[config.mk]
export PLATFORM = sky130hd
export DESIGN_NAME = reg_load_arbiter
export DESIGN_NICKNAME = d
export VERILOG_FILES = /design/src/rtl/reg_arb_pkg.sv /design/src/rtl/reg_load_arbiter_rr_pick.sv /design/src/rtl/reg_load_arbiter.sv
export SDC_FILE = /design/constraint.sdc
export NUM_CORES = 1
export LEC_CHECK = 0
export CELL_PAD_IN_SITES_DETAIL_PLACEMENT = 1
export CELL_PAD_IN_SITES_GLOBAL_PLACEMENT = 1
export CORE_ASPECT_RATIO = 1.25
export CORE_UTILIZATION = 30
export CTS_BUF_LIST = sky130_fd_sc_hd__clkbuf_4 sky130_fd_sc_hd__clkbuf_8
export CTS_CLUSTER_DIAMETER = 150
export CTS_CLUSTER_SIZE = 40
export DETAILED_ROUTE_END_ITERATION = 8
export GPL_TIMING_DRIVEN = 0
export MAX_ROUTING_LAYER = met4
export PLACE_DENSITY = 0.89
export SYNTH_ARGS = -nofsm -noshare
export SYNTH_HDL_FRONTEND = slang
export SYNTH_SLANG_ARGS = --single-unit
[constraint.sdc]
create_clock -name clock -period 2.87 [get_ports clock]
set_input_delay 0.861 -clock clock [delete_from_list [all_inputs] [get_ports clock]]
set_output_delay 0.861 -clock clock [all_outputs]
set_load 0.02 [all_outputs]
[src/rtl/reg_arb_pkg.sv]
// reg_arb_pkg: arbiter state encoding and last_grant reset value, shared by reg_load_arbiter.
package reg_arb_pkg;
  typedef enum logic [1:0] {IDLE, LOAD, CHECK, ACK} state_e;
  function automatic int last_grant_rst(input int nreq);
    return nreq - 1;
  endfunction
endpackage

[src/rtl/reg_load_arbiter_rr_pick.sv]
// rr_pick: combinational round-robin picker, first set req bit at or after start with wrap-around.
module rr_pick #(
  parameter int NREQ = 4,
  parameter int IW   = $clog2(NREQ)
) (
  input  logic [NREQ-1:0] req,
  input  logic [IW-1:0]   start,
  output logic            valid,
  output logic [IW-1:0]   idx
);
  logic [IW-1:0] j;
  always_comb begin
    idx = '0;
    j   = '0;
    // Scan farthest-first so the candidate closest to start is the last to overwrite idx.
    for (int i = NREQ - 1; i >= 0; i--) begin
      j = IW'((int'(start) + i) % NREQ);
      if (req[j]) idx = j;
    end
    valid = |req;
  end
endmodule

[src/rtl/reg_load_arbiter.sv]
// reg_load_arbiter: round-robin owner of a load-enabled register's Din/load port.
// Define REG_ARB_READBACK_EN to add the CHECK state and sticky rb_err readback compare.
module reg_load_arbiter
  import reg_arb_pkg::*;
#(
  parameter int WIDTH = 8,
  parameter int NREQ  = 4,
  parameter int IW    = $clog2(NREQ)
) (
  input  logic                  clock,
  input  logic                  reset_n,
  input  logic [NREQ-1:0]       req,
  input  logic [NREQ*WIDTH-1:0] req_data,
  output logic [NREQ-1:0]       ack,
  output logic [WIDTH-1:0]      reg_din,
  output logic                  reg_load,
  input  logic [WIDTH-1:0]      reg_q,
  output logic                  busy,
  output logic [IW-1:0]         last_grant,
  output logic                  rb_err
);
  localparam logic [IW-1:0] LAST_RST = IW'(last_grant_rst(NREQ));
`ifdef REG_ARB_READBACK_EN
  localparam state_e AFTER_LOAD = CHECK;
`else
  localparam state_e AFTER_LOAD = ACK;
`endif
  state_e            state_q, state_d;
  logic [IW-1:0]     idx_q, idx_d, last_q, last_d, start, win;
  logic [WIDTH-1:0]  din_q, din_d;
  logic [NREQ-1:0]   ack_q, ack_d;
  logic              load_q, load_d, valid;
  assign start = (last_q == LAST_RST) ? '0 : last_q + 1'b1;
  rr_pick #(.NREQ(NREQ), .IW(IW)) u_pick (
    .req  (req),
    .start(start),
    .valid(valid),
    .idx  (win)
  );
  always_comb begin
    state_d = state_q;
    idx_d   = idx_q;
    din_d   = din_q;
    last_d  = last_q;
    case (state_q)
      IDLE: if (valid) begin
        state_d = LOAD;
        idx_d   = win;
        for (int i = 0; i < NREQ; i++)
          if (IW'(i) == win) din_d = req_data[i*WIDTH +: WIDTH];
      end
      LOAD: state_d = AFTER_LOAD;
      ACK: begin
        state_d = IDLE;
        last_d  = idx_q;
      end
      default: state_d = ACK;
    endcase
    load_d = state_d == LOAD;
    ack_d  = (state_d == ACK) ? NREQ'(1) << idx_d : '0;
  end
  always_ff @(posedge clock or negedge reset_n)
    if (!reset_n) begin
      state_q <= IDLE;
      idx_q   <= '0;
      din_q   <= '0;
      last_q  <= LAST_RST;
      ack_q   <= '0;
      load_q  <= 1'b0;
    end else begin
      state_q <= state_d;
      idx_q   <= idx_d;
      din_q   <= din_d;
      last_q  <= last_d;
      ack_q   <= ack_d;
      load_q  <= load_d;
    end
`ifdef REG_ARB_READBACK_EN
  logic err_q, err_d;
  assign err_d = err_q | (state_q == CHECK && reg_q != din_q);
  always_ff @(posedge clock or negedge reset_n)
    if (!reset_n) err_q <= 1'b0;
    else err_q <= err_d;
  assign rb_err = err_q;
`else
  logic unused_reg_q;
  assign unused_reg_q = ^reg_q;
  assign rb_err = 1'b0;
`endif
  assign ack        = ack_q;
  assign reg_din    = din_q;
  assign reg_load   = load_q;
  assign busy       = state_q != IDLE;
  assign last_grant = last_q;
endmodule

* After elaboration in Yosys (flattened, before gate mapping) *
Cells that the tools add are included.

cells by class
  multiplexer cells = 22
  eq/ne operators = 7
  shifts and indexed selects = 1
  reductions and logical operators = 6
  $lt $le $gt $ge = 4
  add/subtract/negate cells = 4

operator list
  kind                 count
  $mux 8               4
  $mux 2               8
  $lt 2x3->1 const B   4
  $bmux 1 s2           4
  $eq 2x2->1 const B   3
  $add 2x1->2 const B  2
  $add 2x2->2 const B  2
  $eq 2x2->1 const A   2
  $logic_not 2->1      2
  $mux 1               4
  $mux 4               1
  $pmux 2 s2           1
  $reduce_bool 4->1    1
  $reduce_or 4->1      1
  $shl 1x2->4 const A  1
  $reduce_and 3->1     1
  $eq 1x2->1 const A   1
  $eq 2x1->1 const B   1
  $reduce_bool 2->1    1

word-level totals
  output and inout bits = 17
  register bits after elaboration = 19
  input bits = 46

* Longest topological paths before layout *
Gate-level depths: netlist (run 1).

  depth after elaboration = 14
  gate-level depth with buffers = 7
  depth with buffers taken out = 7

* Hierarchy *
From an unflattened synthesis (run 1), not the netlist that was laid out.

second synthesis, totals
  cell total of the unflattened synthesis = 69
  area total of the unflattened synthesis = 1019.7 µm²

by module, submodules not included
  module            area an instance (µm²)  cells an instance  times used  seq. area each (µm²)
  reg_load_arbiter  942.2                   56                 1           478.0
  rr_pick           77.6                    13                 1           0.0

* Worst setup path after synthesis (run 1) *
Ideal clock, no wire load.

  path type = input to register
  from = input port req[3]
  to = register din_q[0] (netlist: reg_din[0])
  slack = 427 ps
  arrival time = 2360 ps
  stages = 7
  path buffers = 2
  data required time = 2787 ps
  library setup time = 83 ps
  path through = buf_4 o31a_2 o32a_2 buf_4 mux2i_1 mux2_2 o21ai_0

on the way
  word-level cells in the longest chain between the ends = 10
  elaborated cells on any way between the ends = 22

RTL lines
  element                       line                            source
  from (decl)                   reg_load_arbiter.sv:12          input logic [NREQ-1:0] req,
  $bmux 1 s2                    reg_load_arbiter_rr_pick.sv:18  if (req[j]) idx = j;
  $mux 1 (not written as such)  reg_load_arbiter_rr_pick.sv:18
  $mux 2 (4 in a row)           reg_load_arbiter_rr_pick.sv:18
  $eq 1x2->1                    reg_load_arbiter.sv:50          if (IW'(i) == win) din_d = req_data[i*WIDTH +: WIDTH];
  $mux 8 (3 in a row)           reg_load_arbiter.sv:50
  to (signal assigned)          reg_load_arbiter.sv:73          din_q <= din_d;
  to (decl)                     reg_load_arbiter.sv:30          logic [WIDTH-1:0] din_q, din_d;

Parallel ways exist; a longest one is shown, timed or not. The select of a mux whose other input is x is not followed.
A chain may end at the register's enable or synchronous reset.

* Worst setup path in the final report (run 1) *
  from = input port req[1]
  to = register din_q[5] (netlist: reg_din[5])

Same word-level chain as after synthesis.

==> results by stage, run 1 <==
Power and ir drop:
- Combinational logic burns between 60% and 70% of the power.
- The power share of the sequential group is approximately a quarter.
- In this run the power spent charging and discharging nets is approximately 810 uW.
- The clock share of power is a little under a tenth.
- Cell internal power was estimated by the tool at around 1.2 mW.
- The power density over the cells is around 1100 mW/mm^2.
- The cell leakage power is ~0.79 nW.
- The proportion of total power due to net switching is 40.9%.
- Across the VDD grid, the largest voltage drop is 0.000442 V.
- The post-route total power is 1.99 mW.

Timing:
- The transition time at the pin with the least slew margin is 839 ps.
- The ratio of final minimum period to clock period is ~92%.
- Static timing analysis puts the maximum clock frequency at 378 MHz.
- In this run the tightest slew margin relative to its limit is 43.9%.
- The count of final setup violators is 0.
- The number of max-slew violations in the final report is 0.
- Between clock sinks in the finished design, the worst skew comes to 6.36 ps.
- The hold violation count in the final report came to 0.
- For the finished layout, the period the worst path requires is 2640 ps.
- Setup repair after global routing left no endpoint under its margin.

Synthesis:
- The mean instance size in the synthesized netlist is 10.6 sq um.
- The number of storage elements in the synthesis netlist is 19.
- The register area share after synthesis is 39.5%.
- The post-synthesis cell type count is 30.
- The cell area after technology mapping is 0.00121 sq mm.
- The number of warnings printed during yosys synthesis is 0.
- The number of nets handed over by synthesis was 163.
- Synthesis produced a netlist whose cell count is about 110.

Floorplan:
- The floorplan step defined a core boundary enclosing 0.00382 sq mm.
- From bottom edge to top edge, the die measures 73 um.
- The die is 58.8 um wide.
- The number of rows created at floorplan is 25.
- The I/O pin count is 63.
- The die covers roughly 0.0043 sq mm.
- Once the floorplan was initialized, standard cells occupied 31.7% of the core.

Critical path:
- The longest individual stage delay on the worst path is roughly 560 ps.
- The critical path runs through a total of 7 cells.
- The category of the most critical setup path is input port to flop.
- The startpoint identified for the worst register-to-register timing path is last_grant[0].
- The endpoint of the worst-slack reg-to-reg timing path is reg_din[5].
- The most critical setup path has its startpoint at req[1].
- The data arrival time of the critical path is 2830 ps.
- The critical path goes through clkdlybuf4s50_1, or2b_2, o22ai_1, a221o_1, buf_6, mux2_2, o21ai_1.
- The kind of cell adding the most delay to the critical path is buffers and inverters.
- The slowest stage cell on the critical path is sky130_fd_sc_hd__clkdlybuf4s50_1.
- The total buffers and inverters traversed by the critical path is 2.
- The required time of the critical path is 3050 ps.
- The worst reg-to-reg path cell count is 7.
- The critical path endpoint category is a flop.
- The worst setup slack for register-to-register paths is between 500 and 600 ps.
- Of all nets on the critical path, the largest fanout is 10.
- The worst setup path is launched from an input port.
- The critical path ends at reg_din[5].

Clock tree:
- Clock-pin slew was measured on the worst setup and hold paths at 70 ps.
- Post-CTS repair changed the size of 0 cells.
- Once the clock tree was built, the setup fixing pass inserted 0 buffers.
- Counting along the longest clock path gives a buffer depth of 2.
- The H-tree level count is 1.
- The CTS buffer count is 3.
- The buffer type at the clock tree root is sky130_fd_sc_hd__clkbuf_8.
- Clock tree synthesis found a total of 19 sinks.
- At the later pin of the worst-skew pair, clock insertion delay measures 250 ps.
- The CTS tree is yes.
- The quantity of hold-fixing buffers added after cts is 0.

GRT:
- For this run the aggregate overflow at the end of global routing stands at 0.
- The first global-routing pass estimated slightly below 6000 um of wire.
- The maximum number of pins on one net before global-route repair is 20.
- The via count of the first global-routing pass is 1,258.
- Global routing consumed, over all layers together, 18.4% of the routing resources.
- The number of antenna violations at the first check in global routing is 0.

Route:
- The via total after detailed routing is 1,078.
- The length of the first detailed-routing pass in iterations is 4.
- After detailed routing, the number of vias per cell comes to 4.83.
- For this run, design rule violations remaining after detail routing come to 0.
- In this run the remaining antenna-violating nets after routing total 0.
- The iteration-0 DRC count of the detailed router is 21.
- After detailed routing, the average wire length per cell comes to 15.9 um.
- The detailed-route wire length is approximately 3500 um.

Final layout:
- The repair_antennas step left the layout with diodes totalling 0.
- The fraction of layout instances using a drive strength above 1 is 19.5%.
- The area of all placed cells without fillers is 0.00184 sq mm.
- After the last flow step, the layout net total stands at 219.
- Compared with the post-synthesis result, the final layout area differs by 51.8%.

Placement:
- The placed instances occupy a cell area of about 0.0018 sq mm.
- The HPWL after detailed placement is 2980 um.
- The count of buffers added on input and output ports is 51.
- Routability-driven placement finished with a final weighted congestion of 0.774.

Job:
- The number of maximum-capacitance violations is 0.

Min path:
- In this run the worst hold path is classified as flop to flop.

Outcome:
- The run finished with clean final reports.
## cells by family after synthesis
group           Yosys count  share of synthesized area, %
compound gates           21                          12.3
fa+ha+maj                 3                          3.10
buf+inv                  15                          7.76
flops                    19                          39.5
mux                      32                          27.9
other cells               1                         0.310
simple gates             23                          9.10
## cell usage after synthesis
cell type / count / area share (%)
sky130_fd_sc_hd__a211oi_1: 1 / 0.62
sky130_fd_sc_hd__a21oi_1: 3 / 1.2
sky130_fd_sc_hd__a21oi_2: 1 / 0.72
sky130_fd_sc_hd__a221o_1: 1 / 0.83
sky130_fd_sc_hd__a32o_1: 1 / 0.83
sky130_fd_sc_hd__a32oi_1: 1 / 0.72
sky130_fd_sc_hd__buf_4: 6 / 3.7
sky130_fd_sc_hd__buf_6: 2 / 1.9
sky130_fd_sc_hd__clkbuf_1: 1 / 0.31
sky130_fd_sc_hd__conb_1: 1 / 0.31
sky130_fd_sc_hd__dfrtp_1: 17 / 35
sky130_fd_sc_hd__dfstp_2: 2 / 4.3
sky130_fd_sc_hd__ha_1: 3 / 3.1
sky130_fd_sc_hd__inv_1: 6 / 1.9
sky130_fd_sc_hd__mux2_2: 14 / 13
sky130_fd_sc_hd__mux2i_1: 18 / 15
sky130_fd_sc_hd__nand2_1: 11 / 3.4
sky130_fd_sc_hd__nand2b_1: 1 / 0.52
sky130_fd_sc_hd__nand3_1: 1 / 0.41
sky130_fd_sc_hd__nand3b_1: 2 / 1.2
sky130_fd_sc_hd__nor2_1: 5 / 1.6
sky130_fd_sc_hd__nor4_1: 1 / 0.52
sky130_fd_sc_hd__o21ai_0: 4 / 1.7
sky130_fd_sc_hd__o21ai_1: 5 / 2.1
sky130_fd_sc_hd__o22ai_1: 1 / 0.52
sky130_fd_sc_hd__o31a_2: 1 / 0.83
sky130_fd_sc_hd__o32a_2: 1 / 0.93
sky130_fd_sc_hd__o41ai_2: 1 / 1.3
sky130_fd_sc_hd__or2b_2: 1 / 0.72
sky130_fd_sc_hd__or3b_1: 1 / 0.72
## through the flow
stage	cells	TNS, ps	hold slack, ps	utilization [%]	setup WS, ps
finish	223	0	503	48.1	226
global route	223	0	542	48.1	97.4
CTS	223	0	499	48.1	203
detailed placement	219	-271	486	46.9	-52.4
global placement	219	0	470	46.9	4.17
floorplan	114	0	554	-	427
## worst min path at each step
stage	startpoint	endpoint	slack (ps)	cells past startpoint
after global routing	reg_din[6]	reg_din[6]	540	2
after floorplan	idx_q[0]	idx_q[0]	550	1
final	reg_din[5]	reg_din[5]	500	2
after CTS	reg_din[5]	reg_din[5]	500	2
after detailed placement	reg_din[5]	reg_din[5]	490	2
after global placement	reg_din[1]	reg_din[1]	470	2
## sequential cells by signal, summed over array words and instances, names as in the netlist
signal	flops
ack	4
reg_load	1
reg_din	8
idx_q	2
last_grant	2
state_q	2
## cell usage in the layout, fill, tap and decap left out, types with 2 or more instances in the layout
cell type / netlist / final
sky130_fd_sc_hd__clkdlybuf4s50_1: 0 / 51
sky130_fd_sc_hd__dfstp_2: 2 / 2
sky130_fd_sc_hd__nand3b_1: 2 / 2
sky130_fd_sc_hd__dfrtp_1: 17 / 17
sky130_fd_sc_hd__mux2_2: 14 / 14
sky130_fd_sc_hd__nor2_1: 5 / 5
sky130_fd_sc_hd__a21oi_1: 3 / 3
sky130_fd_sc_hd__mux2i_1: 18 / 18
sky130_fd_sc_hd__buf_6: 2 / 2
sky130_fd_sc_hd__nand2_1: 11 / 11
sky130_fd_sc_hd__o21ai_1: 5 / 5
sky130_fd_sc_hd__inv_1: 6 / 6
sky130_fd_sc_hd__clkbuf_8: 0 / 3
sky130_fd_sc_hd__o21ai_0: 4 / 4
sky130_fd_sc_hd__buf_4: 6 / 6
sky130_fd_sc_hd__ha_1: 3 / 3
## worst register-to-register path, cell delays in order, from the launching register on
cell and delay, ps:
sky130_fd_sc_hd__dfstp_2 550, sky130_fd_sc_hd__buf_6 130, sky130_fd_sc_hd__mux2_2 340, sky130_fd_sc_hd__a211oi_1 280, sky130_fd_sc_hd__a221o_1 280, sky130_fd_sc_hd__buf_6 180
sky130_fd_sc_hd__mux2_2 350, sky130_fd_sc_hd__o21ai_1 120
## power by group through the flow
stage	clock network, mW	registers, mW	logic, mW
floorplan	0	0.604	0.760
global placement	0	0.483	1.26
detailed placement	0	0.501	1.33
CTS	0.188	0.496	1.33
global route	0.204	0.510	1.42
finish	0.181	0.496	1.31
## per-layer routing
layer / up-vias / part of all wire, % / GRT usage [%]
met2: 26 / 59 / 36.7
met4: 0 / 2.4 / 7.14
met5: - / 0 / -
met3: 8 / 3.2 / 1.95
li1: 510 / - / -
met1: 534 / 35 / 17.2
## cell type report
cell class | count | area (sq um)
Tap cell | 54 | 67.6
Buffer | 9 | 71.3
Fill cell | 435 | 1980
Timing Repair Buffer | 51 | 510
Inverter | 6 | 22.5
Clock buffer | 3 | 41.3
Sequential cell | 19 | 478
Clock inverter | 1 | 7.51
Multi-Input combinational cell | 80 | 638
No activity file was read; power rests on OpenSTA's default activity.
==> run 2, diff against run 1 <==
MAX_ROUTING_LAYER = default   (was met4)
==> run 2 against run 1 <==
  * Sequential power barely moved
  * Sequential share of layout area did not move
  * Clock skew barely moved
  * Worst hold slack improved by 0.78 ps
==> results by stage, run 2 (synthesized netlist as in run 1, its figures left out) <==
Outcome:
- The flow ran to the end, and the final reports show no timing, DRC or antenna violations.

Critical path:
- The critical path is of the input port to flop type.
- STA classifies the critical path startpoint as an input port.
- The worst setup slack for register-to-register paths was 560 ps (about the same).
- The data arrival time of the critical path was 2830 ps (about the same).
- The timing endpoint of the critical path is reg_din[5].
- In this run the critical register-to-register path is launched from last_grant[0].
- The kind of cell adding the most delay to the critical path is buffers and inverters.
- The cell count along the critical path is 7 (unchanged).
- In this run the worst setup path begins at req[1].
- The required time of the critical path is 3050 ps (about the same).
- The endpoint of the worst-slack reg-to-reg timing path is reg_din[5].
- The longest individual stage delay on the worst path is 560 ps (about the same).
- The slowest stage cell on the critical path is sky130_fd_sc_hd__clkdlybuf4s50_1.
- The total buffers and inverters traversed by the critical path is 2 (unchanged).
- The largest driver fanout on the critical path is 10 (unchanged).
- The worst reg-to-reg path cell count is 7 (unchanged).
- The critical path endpoint category is a flop.
- Walking the worst path, the cells encountered are clkdlybuf4s50_1, or2b_2, o22ai_1, a221o_1, buf_6, mux2_2, o21ai_1.

Route:
- The number of routed nets with antenna violations is 0 (unchanged).
- The iteration-0 DRC count of the detailed router is 19 (-9.5%).
- The DRC violation count after routing came to 0 (unchanged).
- The detailed-route wire length came to 3530 um (-0.34%).
- The length of the first detailed-routing pass in iterations is 4 (unchanged).
- The detailed-route wire length per cell was 15.8 um (-0.34%).
- The via-per-instance ratio is 4.82 (-0.37%).
- The via total after detailed routing is 1,074 (-0.37%).

Clock tree:
- The H-tree level count is 1 (unchanged).
- The maximum buffer depth of the clock tree is 2 (unchanged).
- The count of cells resized by post-cts repair is 0 (unchanged).
- The number of buffers inserted by post-CTS setup repair is 0 (unchanged).
- The CTS buffer count is 3 (unchanged).
- Clock tree synthesis selected as its root buffer the cell sky130_fd_sc_hd__clkbuf_8.
- The later-pin clock latency in the skew report is 250 ps (about the same).
- The clock-pin slew of the registers on the worst-case setup and hold paths is 70 ps (about the same).
- The CTS tree is yes.
- The total number of clock tree sinks is 19 (unchanged).
- The quantity of hold-fixing buffers added after cts came to 0 (unchanged).

Final layout:
- The core utilization of the finished layout is 48.1% (unchanged).
- Leaving out fill and tap cells, the most frequent cells in the layout are sky130_fd_sc_hd__clkdlybuf4s50_1 (51), sky130_fd_sc_hd__mux2i_1 (18), sky130_fd_sc_hd__dfrtp_1 (17), sky130_fd_sc_hd__mux2_2 (14), sky130_fd_sc_hd__nand2_1 (11).
- The antenna diode instance count is 0 (unchanged).
- The fraction of layout instances using a drive strength above 1 is 19.5% (unchanged).
- The filler cell count in the final layout is 435 (unchanged).
- The multi-input logic area was 638 sq um (unchanged).
- The area used by sequential logic in the layout was 478 sq um (unchanged).
- The relative area change from synthesis to final layout was 51.8% (unchanged).
- The most common library cell in the layout ignoring fill and taps is sky130_fd_sc_hd__clkdlybuf4s50_1.
- The final layout net count came to 219 (unchanged).
- The number of flip-flops under the largest register name came to 8 (unchanged).

GRT:
- The number of antenna violations at the first check in global routing is 0 (unchanged).
- The via count of the first global-routing pass came to 1,259 (+0.079%).
- The total routing resource utilization after global routing is 17.8% (-0.52 points).
- The remaining global-route overflow is 0 (unchanged).
- The maximum number of pins on one net before global-route repair is 20 (unchanged).
- The first-pass GRT wire length is 5780 um (unchanged).

Floorplan:
- The initial standard-cell utilization of the core is 31.7% (unchanged).
- The number of rows created at floorplan is 25 (unchanged).
- The area of the die is 0.00429 sq mm (unchanged).
- The I/O pin count is 63 (unchanged).
- The die extent in y was 73 um (unchanged).
- The core outline area is 0.00382 sq mm (unchanged).
- The x dimension of the die is 58.8 um (unchanged).

Min path:
- The number of cells traversed by the worst hold path is 2 (unchanged).
- The worst hold-check path type is flop to flop.

Timing:
- The number of max-slew violations in the final report is 0 (unchanged).
- The hold violation count in the final report came to 0 (unchanged).
- The ratio of final minimum period to clock period was 92.2% (about the same).
- The count of final setup violators came to 0 (unchanged).
- The normalized max-slew margin is 43.9% (about the same).
- The minimum clock period is 2650 ps (+0.933 ps).
- The transition time at the pin with the least slew margin is 839 ps (-0.00280 ps).
- The maximum achievable frequency is 378 MHz (about the same).
- The minimum setup slack in the final design is 225 ps (-0.933 ps).
- The worst clock skew is 6.35 ps (-0.00561 ps).
- Setup repair after global routing left no endpoint under its margin.

Placement:
- The final weighted congestion in routability-driven placement is 0.764 (-1.3%).
- The HPWL after detailed placement is 2980 um (unchanged).
- The worst setup slack before clock tree synthesis is -52.4 ps (unchanged).
- The number of buffers added on ports is 51 (unchanged).

Power and ir drop:
- The cell leakage power was 0.789 nW (unchanged).
- The power density over the cells is 1080 mW/mm^2 (about the same).
- The worst ir drop on vdd was 0.000441 V (about the same).

Job:
- The number of maximum-capacitance violations is 0 (unchanged).
==> run 2: worst min-delay path, stage by stage, from the launching register on <==
cell                      delay [ps]
sky130_fd_sc_hd__dfrtp_1         350
sky130_fd_sc_hd__nand2_1          50
sky130_fd_sc_hd__o21ai_1          70
==> run 2: layout make-up <==
type,count,share of cell area (%)
Clock inverter,1,0.409
Multi-Input combinational cell,80,34.7
Tap cell,54,3.68
Timing Repair Buffer,51,27.8
Buffer,9,3.88
Sequential cell,19,26.0
Inverter,6,1.23
Clock buffer,3,2.25
==> run 2: worst min-delay path by stage <==
stage	start	to	slack [ps]
finish	reg_din[5]	reg_din[5]	500
global route	reg_din[6]	reg_din[6]	540
CTS	reg_din[5]	reg_din[5]	500
detailed placement	reg_din[5]	reg_din[5]	490
global placement	reg_din[1]	reg_din[1]	470
floorplan	idx_q[0]	idx_q[0]	550
==> run 2: where the power goes <==
group / switching [mW] / internal [mW]
Sequential: 0.0854 / 0.410
Combinational: 0.644 / 0.669
Clock: 0.0829 / 0.0975
Total: 0.813 / 1.18
==> run 2: stage by stage <==
stage	instances	setup TNS [ps]	cell area, sq um	power, mW	hold slack, ps
final	223	0	1840	1.99	503
after global routing	223	0	1840	2.13	542
after CTS	223	0	1840	2.02	499
after detailed placement	219	-271	1790	1.83	486
after global placement	219	0	1790	1.75	470
after floorplan	114	0	1210	1.36	554
==> run 2: per-layer routing <==
metal	vias up	share of wire [%]	GRT usage [%]
met5	-	0	0
met4	0	2.3	7.14
met3	8	3.1	1.95
met2	26	60	36.7
met1	531	35	17.2
li1	509	-	-
